--- config.mk ---
export PLATFORM = sky130hd
export DESIGN_NAME = mem_arbiter
export DESIGN_NICKNAME = d
export VERILOG_FILES = /design/src/rtl/mem_arbiter.sv
export SDC_FILE = /design/constraint.sdc
export NUM_CORES = 1
export LEC_CHECK = 0
export CAP_MARGIN = 5
export CORE_AREA = 2 2 118 120
export DETAILED_ROUTE_END_ITERATION = 8
export DIE_AREA = 0 0 120 122
export PLACE_DENSITY = 0.91
export SETUP_SLACK_MARGIN = 0.4
export SLEW_MARGIN = 20
export SYNTH_ARGS = -nofsm -noshare
export SYNTH_HDL_FRONTEND = slang
export SYNTH_SLANG_ARGS = --single-unit
--- constraint.sdc ---
create_clock -name CLK -period 4.08 [get_ports CLK]
set_input_delay 0.612 -clock CLK [delete_from_list [all_inputs] [get_ports CLK]]
set_output_delay 0.612 -clock CLK [all_outputs]
set_load 0.1 [all_outputs]
--- src/rtl/mem_arbiter.sv ---
// Round-robin arbiter sharing one single-port memory between the fetch (I)
// and load/store (D) ports; one full request/ack handshake per transaction.
module mem_arbiter #(
  parameter int LATENCY = 1,
  parameter int ADDR_W  = 32
) (
  input  logic              CLK,
  input  logic              RESET,
  input  logic              i_req,
  input  logic [ADDR_W-1:0] i_addr,
  output logic [31:0]       i_rdata,
  output logic              i_ack,
  input  logic              d_req,
  input  logic [ADDR_W-1:0] d_addr,
  input  logic [31:0]       d_wdata,
  input  logic [3:0]        d_wmask,
  output logic [31:0]       d_rdata,
  output logic              d_ack,
  output logic [ADDR_W-1:0] mem_addr,
  output logic [31:0]       mem_wdata,
  output logic [3:0]        mem_wmask,
  output logic              mem_rstrb,
  input  logic [31:0]       mem_rdata,
  output logic              busy
);

  typedef enum logic [1:0] {
    IDLE  = 2'd0,
    ISSUE = 2'd1,
    WAIT  = 2'd2,
    RESP  = 2'd3
  } state_t;

  localparam logic PORT_I = 1'b0;
  localparam logic PORT_D = 1'b1;
  localparam logic [3:0] LAT_M1 = 4'(LATENCY - 1);

  state_t            state_q, state_d;
  logic              last_grant_q, last_grant_d;
  logic              gnt_q, gnt_d;
  logic [3:0]        cnt_q, cnt_d;
  logic              ack_ph_q, ack_ph_d;
  logic [3:0]        wmask_hold_q, wmask_hold_d;
  logic [ADDR_W-1:0] mem_addr_q, mem_addr_d;
  logic [31:0]       mem_wdata_q, mem_wdata_d;
  logic [3:0]        mem_wmask_q, mem_wmask_d;
  logic              mem_rstrb_q, mem_rstrb_d;
  logic [31:0]       i_rdata_q, i_rdata_d;
  logic [31:0]       d_rdata_q, d_rdata_d;
  logic              i_ack_q, i_ack_d;
  logic              d_ack_q, d_ack_d;
  logic              busy_q, busy_d;
  logic              winner;
  logic [3:0]        win_mask;

  // On a tie the port that did not win last time is served.
  function automatic logic pick_winner(input logic ireq, input logic dreq,
                                       input logic last);
    if (ireq && dreq) return ~last;
    return dreq ? PORT_D : PORT_I;
  endfunction

  always_comb begin
    state_d      = state_q;
    last_grant_d = last_grant_q;
    gnt_d        = gnt_q;
    cnt_d        = cnt_q;
    ack_ph_d     = ack_ph_q;
    wmask_hold_d = wmask_hold_q;
    mem_addr_d   = mem_addr_q;
    mem_wdata_d  = mem_wdata_q;
    mem_wmask_d  = 4'h0;
    mem_rstrb_d  = 1'b0;
    i_rdata_d    = i_rdata_q;
    d_rdata_d    = d_rdata_q;
    i_ack_d      = 1'b0;
    d_ack_d      = 1'b0;
    winner       = PORT_I;
    win_mask     = 4'h0;

    case (state_q)
      IDLE: begin
        if (i_req || d_req) begin
          winner       = pick_winner(i_req, d_req, last_grant_q);
          gnt_d        = winner;
          last_grant_d = winner;
          if (winner == PORT_D) begin
            mem_addr_d  = d_addr;
            mem_wdata_d = d_wdata;
            win_mask    = d_wmask;
          end else begin
            mem_addr_d  = i_addr;
            mem_wdata_d = 32'h0;
            win_mask    = 4'h0;
          end
          wmask_hold_d = win_mask;
          // Strobes are registered, so they are raised here to be live in ISSUE.
          mem_rstrb_d  = (win_mask == 4'h0);
          mem_wmask_d  = win_mask;
          state_d      = ISSUE;
        end
      end
      ISSUE: begin
        cnt_d    = LAT_M1;
        ack_ph_d = 1'b0;
        state_d  = (LAT_M1 == 4'd0) ? RESP : WAIT;
      end
      WAIT: begin
        cnt_d = cnt_q - 4'd1;
        if (cnt_q <= 4'd1) state_d = RESP;
      end
      RESP: begin
        if (!ack_ph_q) begin
          // First RESP cycle: mem_rdata is valid now; capture and schedule ack.
          ack_ph_d = 1'b1;
          if (gnt_q == PORT_D) begin
            d_ack_d = 1'b1;
            if (wmask_hold_q == 4'h0) d_rdata_d = mem_rdata;
          end else begin
            i_ack_d   = 1'b1;
            i_rdata_d = mem_rdata;
          end
        end else begin
          ack_ph_d = 1'b0;
          state_d  = IDLE;
        end
      end
      default: state_d = IDLE;
    endcase

    busy_d = (state_d != IDLE);
  end

  always_ff @(posedge CLK) begin
    if (RESET) begin
      state_q      <= IDLE;
      last_grant_q <= PORT_D;
      gnt_q        <= PORT_I;
      cnt_q        <= 4'd0;
      ack_ph_q     <= 1'b0;
      wmask_hold_q <= 4'h0;
      mem_addr_q   <= '0;
      mem_wdata_q  <= 32'h0;
      mem_wmask_q  <= 4'h0;
      mem_rstrb_q  <= 1'b0;
      i_rdata_q    <= 32'h0;
      d_rdata_q    <= 32'h0;
      i_ack_q      <= 1'b0;
      d_ack_q      <= 1'b0;
      busy_q       <= 1'b0;
    end else begin
      state_q      <= state_d;
      last_grant_q <= last_grant_d;
      gnt_q        <= gnt_d;
      cnt_q        <= cnt_d;
      ack_ph_q     <= ack_ph_d;
      wmask_hold_q <= wmask_hold_d;
      mem_addr_q   <= mem_addr_d;
      mem_wdata_q  <= mem_wdata_d;
      mem_wmask_q  <= mem_wmask_d;
      mem_rstrb_q  <= mem_rstrb_d;
      i_rdata_q    <= i_rdata_d;
      d_rdata_q    <= d_rdata_d;
      i_ack_q      <= i_ack_d;
      d_ack_q      <= d_ack_d;
      busy_q       <= busy_d;
    end
  end

  assign i_rdata   = i_rdata_q;
  assign i_ack     = i_ack_q;
  assign d_rdata   = d_rdata_q;
  assign d_ack     = d_ack_q;
  assign mem_addr  = mem_addr_q;
  assign mem_wdata = mem_wdata_q;
  assign mem_wmask = mem_wmask_q;
  assign mem_rstrb = mem_rstrb_q;
  assign busy      = busy_q;

  // Structural invariants of the handshake.
  a_ack_onehot: assert property (@(posedge CLK) disable iff (RESET)
    !(i_ack_q && d_ack_q));
  a_strobe_excl: assert property (@(posedge CLK) disable iff (RESET)
    !(mem_rstrb_q && (mem_wmask_q != 4'h0)));
  a_strobe_issue: assert property (@(posedge CLK) disable iff (RESET)
    (mem_rstrb_q || (mem_wmask_q != 4'h0)) |-> (state_q == ISSUE));

endmodule

== After elaboration in Yosys (flattened, before gate mapping) ==
Cells that the tools add are included.
Word-level totals
  bits of input ports: 136
  register bits: 149
  word-level logic and storage cells: 61
Operators by class
  equal/unequal tests: 3
  reductions and logical operators: 13
  mux-type cells: 22
  bitwise operators: 6
  add/sub/neg operators: 1
  $lt $le $gt $ge: 1
Operators by type and width (count)
  $mux 32: 2
  $mux 4: 3
  $mux 1: 11
  $logic_not 4->1: 2
  $pmux 2 s4: 1
  $pmux 4 s2: 1
  $mux 2: 3
  $not 1->1: 6
  $reduce_bool 2->1: 3
  $reduce_or 3->1: 2
  $eq 2x2->1 const B: 2
  $le 4x1->1 const B: 1
  $reduce_and 4->1: 1
  $sub 4x1->4 const B: 1
  $reduce_and 3->1: 1
  $eq 2x1->1 const B: 1
  $logic_not 2->1: 1
  $pmux 1 s2: 1
  $reduce_and 2->1: 1
  $logic_and 1x1->1: 1
  $logic_or 1x1->1: 1

== Depth between registers and ports, before layout ==
  depth in word-level cells: 11
  depth in mapped cells: 7
  gate-level depth less buffers: 6

== Worst setup path before layout ==
No wires, ideal clock.
  path type: input port to flip-flop
  start point: input d_req
  end point: register mem_wdata_q[10], in the netlist mem_wdata[10]
  path buffers: 3
  setup time: 0.128 ns
  path slack: 2.484 ns
  arrival: 1.469 ns
  stages: 7
  required time: 3.952 ns
  cells stage by stage: a21boi_2 > buf_6 > and2_1 > buf_6 > buf_6 > a22oi_2 > nor2_2
Between the ends
  longest elaborated chain between the ends: 8
Ends and longest elaborated chain
  from (decl): RTL line 13  | input logic d_req,
  $logic_and 1x1->1: RTL line 59  | if (ireq && dreq) return ~last;
  $mux 1: RTL line 59
  $mux 1: RTL line 83  | if (i_req || d_req) begin
  $mux 1: RTL line 81  | case (state_q)
  $mux 1: RTL line 60  | return dreq ? PORT_D : PORT_I;
  $mux 1: RTL line 83
  $mux 1: RTL line 81
  $mux 32: RTL line 87  | if (winner == PORT_D) begin
  to (signal assigned): RTL line 159  | mem_wdata_q <= mem_wdata_d;
  to (decl): RTL line 45  | logic [31:0] mem_wdata_q, mem_wdata_d;
Several ways; a longest one is shown, not always the timed one. The select of a mux whose other input is x is not followed.
A chain may end at the register's enable or synchronous reset.

== Final worst setup path ==
  start point: register mem_addr_q[10], in the netlist mem_addr[10]
  end point: output mem_addr[10]
RTL lines
  from (decl): RTL line 44  | logic [ADDR_W-1:0] mem_addr_q, mem_addr_d;
  from (signal assigned): RTL line 158  | mem_addr_q <= mem_addr_d;
  to (decl): RTL line 19  | output logic [ADDR_W-1:0] mem_addr,
No word-level cell between the ends.

==> flow_summary.ini <==
[run_status]
status = complete, no violations

[synthesis]
yosys.area.top_type = dfxtp_1
synth-compound-area-share_pct = 18.8
synth_top_family_by_area = compound AO/OA/AOI/OAI gates
syn_area_um2 = 5780
synthArstFlopShare_pct = 0
synth_edf_count = 0
synth_xor_area_share_pct = 0
synth_area_per_cell_um2 = 9.19
synth.area.mux_share_pct = 5.54
synth_nets = 772
synth_cell_types = 34
synth_fa_ha_area_share_pct = 1.51
yosysSeqAreaShare_pct = 51.6
synth_top_area_share_pct = 51.6
ys_seq_elements = 149
netlist_instances = 629
synth_area_leaders = dfxtp_1 52%, nand2_1 8.8%, a22oi_2 6.5%
synthSimpleGateAreaFrac_pct = 17.1
synthFlopType = dfxtp_1
yosys_warnings = 0

[final_layout]
fin_cells = 1068
synthToLayoutAreaGrowth_pct = 58.0
final_cell_area_um2 = 9140
final_layout_size_suffix_gt1_share_pct = 10.8
antennaDiodeCount = 0
fin_nets = 1018
post-route-util_pct = 67.7

[sta]
final.period_utilization_pct = 62.8
finalMaxSlewViolations = 0
fin_ws_ns = 1.52
setup_tns_ns = 0
hold_viol = 0
worst_slew_pin_slew_ns = 1.04
layout_min_cycle_time_ns = 2.56
finalSetupViolations = 0
fmax_mhz = 390
rsz0062_at_grt = no
skew_ns = 0.00603
maxSlewHeadroom_pct = 30.3
hold_ws_ns = 0.454

[placement]
placed_cells = 1036
dp_hpwl_um = 11600
placed_area_um2 = 8510
gp_congestion = 0.803
io_buffers = 271
place_ws_ns = 1.40

[route]
wire_per_inst_um = 15.6
ant_nets = 0
vias = 5263
firstDrtPassIters = 5
drc = 0
via_per_inst = 4.93
routed_wl_um = 16700
drtIter0Drc = 422

[worst_hold_path]
hp-start = d_rdata[6]
worstHoldPathCells = 2
hold_path.class = reg2reg
worstHoldEndpoint = d_rdata[6]

[worst_setup_path]
crit_family = buffers and inverters
crit_path_end_kind = output pin
crit_path_max_fanout = 2
critical_path_class = reg2out
regToRegStartpoint = state_q[1]
worstPathRequired_ns = 3.47
critical_path.max_stage_delay_ns = 1.16
crit_slowest_cell = clkdlybuf4s50_1
crit_start = mem_addr[10]
r2r_end = mem_wdata[20]
crit_chain = clkdlybuf4s50_1
crit_path_start_kind = register
worstPathArrival_ns = 1.95
regToRegSetupSlack_ns = 2.07
crit_buf_inv = 1
reg2reg_depth = 5

[global_routing]
grt_max_degree = 87
gr-total-overflow = 0
grt_usage_pct = 22.3
grt_antenna_before_repair = 0
grt_pass1_wl_um = 25700
grt_pass1_vias = 5100

[floorplanning]
die_w_um = 120
io_pins = 272
dieArea_um2 = 14600
coreArea_um2 = 13500
start_util_pct = 42.8
num_rows = 43
die_h_um = 122

[flow_run]
drv_cap = 0

[clock_network]
clockBufferDepth = 2
cts.htree.levels = 4
cts_tree = yes
clkTransAtPathRegs_ns = 0.06
clock_latency_ns = 0.41
clkSinkCount = 149
cts_resized = 0
numCtsBuffers = 17
postCtsSetupRepairBufs = 0
cts_root_buffer = clkbuf_16
cts_hold_buf = 0

[pwr]
power_switching_mw = 3.19
peakVddDrop_uv = 407
clockPowerShare_pct = 24.0
p_int_mw = 3.56
switching_share_pct = 47.2
combPwrFrac_pct = 48.3
total_power_mw = 6.75
p_leak_nw = 3.22
power_density_nw_per_um2 = 739
seq_power_share_pct = 27.7
cell families (layout without fill, tap and decap cells):
kind of cell    after synthesis  after routing
fa+ha+maj                     7              7
simple gates                235            235
compound gates              149            149
buf+inv                      57            316
flops                       149            149
mux                          32             32
cell usage after synthesis, drive strengths merged, types with 2 or more instances:
| cell type | count |
|---|---|
| or4 | 2 |
| inv | 6 |
| a211oi | 33 |
| buf | 22 |
| mux2i | 32 |
| nor3b | 5 |
| ha | 7 |
| nand3 | 2 |
| clkbuf | 29 |
| nor2b | 2 |
| o21ai | 4 |
| dfxtp | 149 |
| nand2 | 136 |
| a21oi | 72 |
| a22oi | 36 |
| nor2 | 81 |
layer usage:
layer / track usage, % / wire length, um
met1: 25.4 / 6580
met3: 5.81 / 986
met2: 38.8 / 8590
met5: 0 / 0
met4: 11.0 / 555
state kept, by name, summed over array words and instances, names as in the netlist:
signal	count
state_q	2
mem_wdata	32
d_ack	1
mem_addr	32
mem_rstrb	1
mem_wmask	4
i_rdata	32
busy	1
i_ack	1
cnt_q	4
d_rdata	32
gnt_q	1
last_grant_q	1
wmask_hold_q	4
ack_ph_q	1
worst max path at each step:
stage,endpoint,depth (start not counted)
2_1_floorplan,mem_wdata[10],7
3_3_place_gp,mem_wdata[16],5
3_5_place_dp,mem_wdata[20],5
4_1_cts,mem_addr[10],1
5_1_grt,mem_wdata[10],1
6_report,mem_addr[10],1
power groups by stage:
stage,clock network (mW),registers [mW],logic [mW]
finish,1.62,1.87,3.26
detailed placement,0,1.90,3.26
global route,1.70,1.90,3.42
CTS,1.64,1.87,3.27
global placement,0,1.89,3.23
floorplan,0,3.52,0.898
area by class of cell:
cell class                      count  area (um2)
Fill cell                        1046        4370
Sequential cell                   149        2980
Timing Repair Buffer              278        2780
Multi-Input combinational cell    423        2510
Clock buffer                       20         467
Tap cell                          180         225
Clock inverter                     12         151
Inverter                            6        22.5
cells in the final DEF, fill, tap and decap left out, drive strengths merged, types with 8 or more instances in the layout:
cell type,n
a211oi,33
a21oi,72
a22oi,36
buf,8
clkbuf,20
clkdlybuf4s50,270
dfxtp,149
mux2i,32
nand2,136
nor2,81
(Power assumes the default switching activity.)
